`config.mk`:
```
export PLATFORM = sky130hd
export DESIGN_NAME = systolic_seq_ctrl
export DESIGN_NICKNAME = d
export VERILOG_FILES = /design/src/rtl/systolic_seq_ctrl.sv
export SDC_FILE = /design/constraint.sdc
export NUM_CORES = 1
export LEC_CHECK = 0
export BUFFER_PORTS_ARGS = -buffer_cell sky130_fd_sc_hd__clkbuf_2
export CAP_MARGIN = 10
export CORE_ASPECT_RATIO = 2
export CORE_MARGIN = 4
export CORE_UTILIZATION = 45
export CTS_CLUSTER_DIAMETER = 50
export DETAILED_ROUTE_END_ITERATION = 8
export PLACE_DENSITY = 0.76
export SLEW_MARGIN = 30
export SYNTH_ARGS = -nofsm -noshare
export SYNTH_HDL_FRONTEND = slang
export SYNTH_SLANG_ARGS = --single-unit
```
`constraint.sdc`:
```
create_clock -name clk -period 2.4 [get_ports clk]
set_input_delay 0.72 -clock clk [delete_from_list [all_inputs] [get_ports clk]]
set_output_delay 0.72 -clock clk [all_outputs]
set_load 0.02 [all_outputs]
```
`src/rtl/systolic_seq_ctrl.sv`:
```
// rtl/systolic_seq_ctrl.sv - operand fetch and skewed valid sequencer for the output-stationary systolic array
// All outputs are registered copies of values decoded from the next state, so they change only on clk.
module systolic_seq_ctrl #(
  parameter int WIDTH  = 4,
  parameter int HEIGHT = 4,
  parameter int K_SIZE = 16,
  parameter int PE_LAT = 1,
  parameter int ADDR_W = 7,
  parameter int CNT_W  = 8
) (
  input  logic              clk,
  input  logic              rst_n,
  input  logic              data_valid,
  output logic              read_data,
  output logic              rd_en_A,
  output logic              rd_en_B,
  output logic [ADDR_W-1:0] rd_addr,
  output logic              clr_acc,
  output logic              start_compute,
  output logic [HEIGHT-1:0] in_valid_A,
  output logic [WIDTH-1:0]  in_valid_B,
  output logic              busy,
  output logic              done
);

  localparam int MAX_D = (HEIGHT > WIDTH) ? HEIGHT : WIDTH;
  localparam int L_LEN = K_SIZE * MAX_D;
  localparam int A_LEN = K_SIZE * HEIGHT;
  localparam int B_LEN = K_SIZE * WIDTH;
  localparam int T_END = K_SIZE + HEIGHT + WIDTH - 2 + PE_LAT;
  localparam logic [ADDR_W-1:0] ADDR_LAST = ADDR_W'(L_LEN - 1);
  localparam logic [CNT_W-1:0]  T_LAST    = CNT_W'(T_END - 1);

  typedef enum logic [2:0] {
    S_IDLE,
    S_LOAD,
    S_LOAD_WAIT,
    S_COMPUTE,
    S_DONE
  } state_t;

  state_t              state_q, state_d;
  logic [ADDR_W-1:0]   addr_q, addr_d;
  logic [CNT_W-1:0]    t_q, t_d;
  logic                read_data_q, read_data_d;
  logic                rd_en_a_q, rd_en_a_d;
  logic                rd_en_b_q, rd_en_b_d;
  logic                clr_acc_q, clr_acc_d;
  logic                start_compute_q, start_compute_d;
  logic [HEIGHT-1:0]   in_valid_a_q, in_valid_a_d;
  logic [WIDTH-1:0]    in_valid_b_q, in_valid_b_d;
  logic                busy_q, busy_d;
  logic                done_q, done_d;

  always_comb begin
    state_d = state_q;
    addr_d  = '0;
    t_d     = '0;
    unique case (state_q)
      S_IDLE:      if (data_valid) state_d = S_LOAD;
      S_LOAD: begin
        if (addr_q == ADDR_LAST) state_d = S_LOAD_WAIT;
        else                     addr_d  = addr_q + ADDR_W'(1);
      end
      S_LOAD_WAIT: state_d = S_COMPUTE;
      S_COMPUTE: begin
        if (t_q == T_LAST) state_d = S_DONE;
        else               t_d     = t_q + CNT_W'(1);
      end
      S_DONE:      state_d = S_IDLE;
      default:     state_d = S_IDLE;
    endcase
  end

  // Decode from the upcoming state and counters so the registered outputs line up with that state.
  always_comb begin
    rd_en_a_d       = (state_d == S_LOAD) && (int'(addr_d) < A_LEN);
    rd_en_b_d       = (state_d == S_LOAD) && (int'(addr_d) < B_LEN);
    read_data_d     = rd_en_a_d | rd_en_b_d;
    clr_acc_d       = (state_d == S_LOAD) && (state_q == S_IDLE);
    start_compute_d = (state_d == S_COMPUTE) && (t_d == '0);
    busy_d          = (state_d != S_IDLE);
    done_d          = (state_d == S_DONE);
    in_valid_a_d    = '0;
    in_valid_b_d    = '0;
    for (int h = 0; h < HEIGHT; h++) begin
      in_valid_a_d[h] = (state_d == S_COMPUTE) && (int'(t_d) >= h) && (int'(t_d) < h + K_SIZE);
    end
    for (int w = 0; w < WIDTH; w++) begin
      in_valid_b_d[w] = (state_d == S_COMPUTE) && (int'(t_d) >= w) && (int'(t_d) < w + K_SIZE);
    end
  end

  always_ff @(posedge clk or negedge rst_n) begin
    if (!rst_n) begin
      state_q         <= S_IDLE;
      addr_q          <= '0;
      t_q             <= '0;
      read_data_q     <= 1'b0;
      rd_en_a_q       <= 1'b0;
      rd_en_b_q       <= 1'b0;
      clr_acc_q       <= 1'b0;
      start_compute_q <= 1'b0;
      in_valid_a_q    <= '0;
      in_valid_b_q    <= '0;
      busy_q          <= 1'b0;
      done_q          <= 1'b0;
    end else begin
      state_q         <= state_d;
      addr_q          <= addr_d;
      t_q             <= t_d;
      read_data_q     <= read_data_d;
      rd_en_a_q       <= rd_en_a_d;
      rd_en_b_q       <= rd_en_b_d;
      clr_acc_q       <= clr_acc_d;
      start_compute_q <= start_compute_d;
      in_valid_a_q    <= in_valid_a_d;
      in_valid_b_q    <= in_valid_b_d;
      busy_q          <= busy_d;
      done_q          <= done_d;
    end
  end

  assign read_data     = read_data_q;
  assign rd_en_A       = rd_en_a_q;
  assign rd_en_B       = rd_en_b_q;
  assign rd_addr       = addr_q;
  assign clr_acc       = clr_acc_q;
  assign start_compute = start_compute_q;
  assign in_valid_A    = in_valid_a_q;
  assign in_valid_B    = in_valid_b_q;
  assign busy          = busy_q;
  assign done          = done_q;

endmodule

```
; ---- Word-level counts from Yosys, hierarchy flattened
; Index checks and enable logic that the tools add are counted.
[word_totals]
word_cells = 48
output_inout_bits = 22
ff_bits = 27
[classes]
n_mux = 8
reduce_logical = 13
eq_ne = 8
order_cmp = 8
n_addsub = 2
[op_table]
columns = cell, n
row1 = $lt 8x5->1 const B, 4
row2 = $ge 8x2->1 const B, 2
row3 = $mux 8, 2
row4 = $mux 7, 2
row5 = $pmux 3 s4, 1
row6 = $logic_and 1x1->1, 10
row7 = $eq 3x2->1 const B, 3
row8 = $mux 3, 3
row9 = $add 8x1->8 const B, 1
row10 = $eq 8x5->1 const B, 1
row11 = $ge 8x1->1 const B, 1
row12 = $logic_not 8->1, 1
row13 = $add 7x1->7 const B, 1
row14 = $eq 7x6->1 const B, 1
row15 = $lt 7x7->1 const B, 1
row16 = $eq 3x1->1 const B, 2
row17 = $eq 3x3->1 const B, 1
row18 = $logic_not 3->1, 1
row19 = $reduce_bool 3->1, 1

; ---- Longest topological paths before layout
; Gate-level depths: netlist of the first run.
[logic_depth]
word_depth = 6
mapped_depth = 6
mapped_depth_nobuf = 6

; ---- Worst setup path before layout of the first run
; No wires, ideal clock.
[synth_path]
kind = register to register
from = register t_q[0]
to = register in_valid_b_q[1] (netlist: in_valid_B[1])
path_slack_ps = 651
arrival_time_ps = 1671
path_stages_with_launch = 7
path_buffers = 0
setup_time_ps = 77
path_cell_list = dfrtp_1 inv_1 ha_1 and2_1 o211a_1 or3_1 a21oi_1
[synth_via]
elab_chain_cells = 6
[synth_rtl]
columns = item, line_no
row1 = start: declaration, 44  ; logic [CNT_W-1:0] t_q, t_d;
row2 = start signal: assignment, 111  ; t_q <= t_d;
row3 = $add 8x1->8 or $eq 8x5->1 (tied branches), "68, 67"
row4 = $mux 8 or $mux 3 (tied branches), 67  ; if (t_q == T_LAST) state_d = S_DONE;
row5 = $mux 8 or $pmux 3 s4 (tied branches), 59  ; unique case (state_q)
row6 = $ge 8x1->1 or $eq 3x2->1 (tied branches), n/a
row7 = $logic_and 1x1->1, n/a
row8 = $logic_and 1x1->1 *, n/a
row9 = via in_valid_a_d[1], 50  ; logic [HEIGHT-1:0] in_valid_a_q, in_valid_a_d;
row10 = end signal: assignment, 118  ; in_valid_b_q <= in_valid_b_d;
row11 = end: declaration, 51  ; logic [WIDTH-1:0] in_valid_b_q, in_valid_b_d;
; The timed path passes the listed nets; every way through them passes the cells marked *.

; ---- Worst setup path in the final report of the first run
; Same ends and word-level chain as after synthesis.

==> results of run 1 <==
## layer usage
layer / part of all wire (%) / GRT usage [%]
met1: 42 / 17.22
met2: 53 / 23.30
met3: 4.3 / 1.455
met4: 1.1 / 4.534
met5: 0 / 0
## path summary, 6_finish.rpt
path                            start            end  depth (start not counted)
min                             rst_n         t_q[5]                          1
max                            t_q[0]  in_valid_B[1]                          6
min in group clk           rd_addr[0]     rd_addr[0]                          1
max in group asynchronous       rst_n     rd_addr[2]                          1
max reg2reg                    t_q[0]  in_valid_B[1]                          6
min reg2reg                rd_addr[0]     rd_addr[0]                          1
## critical path, stage by stage (launching register included)
cell and delay [ns]:
dfrtp_1 0.47, inv_1 0.09, ha_1 0.38, and2_1 0.21, o211a_1 0.21, or3_1 0.34, a21oi_1 0.15
## registers in the layout, summed over array words and instances, names as in the netlist
signal	flops
busy	1
clr_acc	1
done	1
in_valid_B	4
rd_addr	7
rd_en_B	1
start_compute	1
state_q	3
t_q	8
## kinds of logic after synthesis
family / after synthesis
buffers and inverters: 15
XOR/XNOR: 11
flip-flops: 27
AO/OA/AOI/OAI: 18
adder cells (fa/ha/maj): 3
AND/OR/NAND/NOR: 61
## layout make-up
type / count / share of cell area (%)
Multi-Input combinational cell: 93 / 40.79
Sequential cell: 27 / 44.41
Clock buffer: 3 / 2.714
Timing Repair Buffer: 24 / 7.895
Inverter: 5 / 1.234
Tap cell: 30 / 2.467
Clock inverter: 1 / 0.4934
## through the flow
stage	instance area (sq um)	utilization [%]	worst slack [ns]	power, mW
floorplan	1383	-	0.6511	0.4639
global placement	1473	50.04	0.6019	0.4742
detailed placement	1473	50.04	0.5362	0.4746
CTS	1521	51.70	0.5111	0.7317
global route	1521	51.70	0.3181	0.7558
finish	1521	51.70	0.4925	0.7209
## power groups by stage
stage          clock [mW]  sequential (mW)  combinational (mW)
6_report            0.256            0.454              0.0102
5_1_grt             0.289            0.455              0.0124
4_1_cts             0.266            0.455              0.0109
3_5_place_dp            0            0.464              0.0111
3_3_place_gp            0            0.464              0.0107
2_1_floorplan           0            0.464            0.000256
## cells in the mapped netlist (2+ instances only)
cell type  instances  area share [%]
xor2_1             5             3.2
nand2_1            3            0.81
dfrtp_1           27              49
nor3_1             4             1.4
nor2_1            18             4.9
xnor2_1            6             3.8
a21oi_1            4             1.4
buf_4              7             3.8
nor4_1             2            0.90
inv_1              5             1.4
nand3b_1           2             1.1
and2_1             7             3.2
nand3_1            4             1.4
nand2b_1           2            0.90
o21ai_0            2            0.72
and3_1             6             2.7
ha_1               3             2.7
buf_2              3             1.1
==> metrics, run 1 <==
outcome completed; I/O Pins 25; power per cell area 473.8 nW/um^2; initial antenna violation count 0; compound-gate portion of the synthesized area 10.41%; Residual DRC 0; clock sinks 27; Reg area 675.6 sq um; Initial Util 46.98%; Die Ht 86.39 um; final count of negative-setup-slack endpoints 0; clk_skew around 0.0018 ns; critical path peak fanout 9; Max Cap Violations 0; Via Count 1010; Post-Syn Nets 141; internal power ~570 uW; vias per cell 5.519; Std-Cell Rows 28; sw frac between 20% and 30%; RePlAce Congestion between 0.8 and 0.9; min cycle time layout 1.908 ns; Post-synth EDFFs 0; Worst Tran Pin Value 0.6705 ns; Overflow after GRT 0; Startpoint Class register; most common cell after layout, fill and taps aside dfrtp_1; Area Growth Syn to Fin 10.05%; Leak 0.7360 nW; post-synthesis mux area share 0%; largest net degree at the start of global routing 28; Simple-Gate Fraction of Synth Area 24.80%; GRT Total Usage 13.69%; Clock Tree Buf Depth 2; # H-tree levels 1; Clock Power Share 35.5%; hold slack 0.4685 ns; initial DRC count 23; RSZ-0062 raised after global routing false; Setup TNS Final 0 ns; Final Cycle Share 79.48%; Clk pin slew, worst setup/hold paths ~0.09 ns; worst min path class input pin to asynchronous set/reset pin; final hold violations 0; Hold-fix buffers, CTS 0; cells after synthesis ~140; multi-input logic area 620.6 sq um; die area 4077 sq um; die width 47.20 um; DP Cell Count 179; # diodes 0; clk_lat worst skew 0.27 ns; ANT nets after route 0; first-pass GRT wire length between 4000 and 5000 um; share of layout cells above drive strength 1 around 23%; dpl hpwl 1834 um; CP endpoint kind register; WP data required 2.60 ns; fin. max-slew vios 0; type of the worst setup path register to register; Inserted Clock Buffers 3; Pre-antenna DRT Iters 4; Syn Std Cell Area between 1000 and 1500 sq um; Synth async-reset ratio 100.0%; Seq pwr share 63.0%; Post-Synth Adder-Cell Area around 2.7%; syn avg cell area between 10 and 15 sq um; Post-Synth XOR/XNOR Area under 10%; Core Region between 2000 and 3000 sq um; reg2reg setup slack between 0.4 and 0.5 ns; CTS tree done; Max VDD drop 311.5 uV; Non-Filler Instances 183; Slew HR approximately 55%; synth warn 0; number of global-route vias before repair 965; Primary FF master, synth dfrtp_1; PortBufs 24; DR WL/cell 13.36 um; clock tree root buffer cell clkbuf_8; DRT Wirelength approximately 2400 um; Gate power share 1.4%; commonest cells after routing, fill and taps aside dfrtp_1, clkbuf_2, nor2_1; register area share after synthesis roughly 49%; largest family of logic cells by synthesized area simple AND/OR/NAND/NOR gates; # resized after CTS 0; FILL cells 288; final net count 160; register bit total from synthesis 27; Sw Pwr 147.5 uW; fmax roughly 0.52 GHz; Cell variety after synth 43; crit path DAT 2.11 ns; postcts setup bufs 0
Note: power is estimated with default switching activity, not from simulation.
==> run 2, diff against run 1 <==
clock period = 1.93 ns   (was 2.4 ns; I/O delays follow)
==> run 2 against run 1 <==
Compared with the run above:
- via count fell by 0.99%
- cell count rose by 1.1%
- clock power rose by 26%
- register-to-register slack got worse by 0.32 ns
- maximum frequency rose by 8.4%
- sequential power rose by 24%
- critical path depth did not move
- hold slack got worse by 0.15 ns
- cell area rose by 1.2%
- critical path type unchanged
- largest power group unchanged
==> metrics, run 2 (synthesis results as in run 1) <==
# diodes 0; Slew HR 56.53%; type of the worst setup path register to register; Setup TNS Final 0 ns; number of global-route vias before repair approximately 1000; Startpoint Class register; outcome completed; Seq pwr share 62.8%; Max Cap Violations 0; max reg flops 8; PortBufs 24; final hold violations 0; ANT nets after route 0; fin area 1539 sq um; Pre-antenna DRT Iters 4; internal power 713.3 uW; Non-Filler Instances around 190; die area 4077 sq um; commonest cells after routing, fill and taps aside dfrtp_1, clkbuf_2, nor2_1; FILL cells roughly 290; Die Ht 86.39 um; Most flops, register t_q; initial DRC count 16; most common cell after layout, fill and taps aside dfrtp_1; Initial Util 46.98%; RSZ-0062 raised after global routing false; Placement Cell Area roughly 1500 sq um; crit path DAT 1.96 ns; Overflow after GRT 0; Clk pin slew, worst setup/hold paths 0.09 ns; I/O Pins 25; Reg area 675.6 sq um; critical path peak fanout 7; Clock Power Share 35.8%; Via Count 1000; clk_lat worst skew between 0.2 and 0.3 ns; RePlAce Congestion between 0.8 and 0.9; hold slack about 0.32 ns; fin. max-slew vios 0; dpl hpwl around 2000 um; power per cell area 584.7 nW/um^2; Core Region 2943 sq um; multi-input logic area 623.1 sq um; die width 47.20 um; Clock Tree Buf Depth 2; Std-Cell Rows 28; Area Growth Syn to Fin 11.31%; Sw Pwr 186.6 uW; FF-to-FF path depth 6; vias per cell around 5.4; clk_skew 0.003627 ns; CTS tree done; final count of negative-setup-slack endpoints 0; clock tree root buffer cell clkbuf_8; Residual DRC 0; worst min path class input pin to asynchronous set/reset pin; sw frac 20.74%; final net count 162; fmax 0.5681 GHz; Hold-fix buffers, CTS 0; # H-tree levels 1; DP Cell Count 181; DR WL/cell 13.65 um; Inserted Clock Buffers 3; largest net degree at the start of global routing 28; Gate power share approximately 1.4%; CP endpoint kind register; min cycle time layout 1.760 ns; Final Cycle Share 91.21%; WP data required 2.13 ns; Max VDD drop 446.3 uV; GRT Total Usage roughly 15%; initial antenna violation count 0; Leak 0.7444 nW; DRT Wirelength 2525 um; share of layout cells above drive strength 1 24.52%; Worst Tran Pin Value 0.6521 ns; Total Power 899.9 uW; first-pass GRT wire length 4436 um; clock sinks 27
## run 2: changes by cell type in the layout (fill, tap and decap cells not counted), sizes merged
cell	delta
buf	+2
## run 2: layer usage
layer	track usage (%)	vias to the layer above	part of all wire [%]
li1	-	503	-
met1	16.22	476	39
met2	26.52	17	56
met3	1.871	4	3.7
met4	5.038	0	1.3
met5	0	-	0
## run 2: cell type report
| cell class | count | share of cell area, % |
|---|---|---|
| Clock buffer | 3 | 2.683 |
| Multi-Input combinational cell | 93 | 40.49 |
| Inverter | 5 | 1.220 |
| Sequential cell | 27 | 43.90 |
| Timing Repair Buffer | 26 | 8.780 |
| Clock inverter | 1 | 0.4878 |
| Tap cell | 30 | 2.439 |
## run 2: path summary, 6_finish.rpt
kind,to,slack [ns],start
max,in_valid_B[1],0.17,t_q[0]
min,t_q[5],0.32,rst_n
max reg2reg,in_valid_B[1],0.17,t_q[0]
min reg2reg,rd_addr[0],0.49,rd_addr[0]
max in group asynchronous,state_q[1],1.19,rst_n
min in group clk,rd_addr[0],0.49,rd_addr[0]
## run 2: power by group through the flow
stage	logic [mW]	clock network, mW	registers (mW)
global route	0.0153	0.357	0.565
global placement	0.0132	0	0.576
CTS	0.0139	0.334	0.565
floorplan	0.000318	0	0.577
finish	0.0125	0.322	0.565
detailed placement	0.0140	0	0.576
## run 2: worst max-delay path: stages, from the launching register on
cell and delay, ns:
dfrtp_1 0.42, inv_1 0.07, ha_2 0.30, and2_1 0.19, o211a_1 0.21, or3_1 0.34
a21oi_1 0.15
## run 2: timing repair
action | in CTS | in global routing
resized for setup | 0 | 1
setup buffers | 0 | 0
endpoints found under the setup margin | 0 | 1
## run 2: metrics by stage
step                      utilization, %  worst slack, ns
final                              52.30           0.1696
after global routing               52.30          0.03918
after CTS                          52.21           0.1009
after detailed placement           50.55           0.1310
after global placement             50.55           0.2096
after floorplan                        -           0.1811
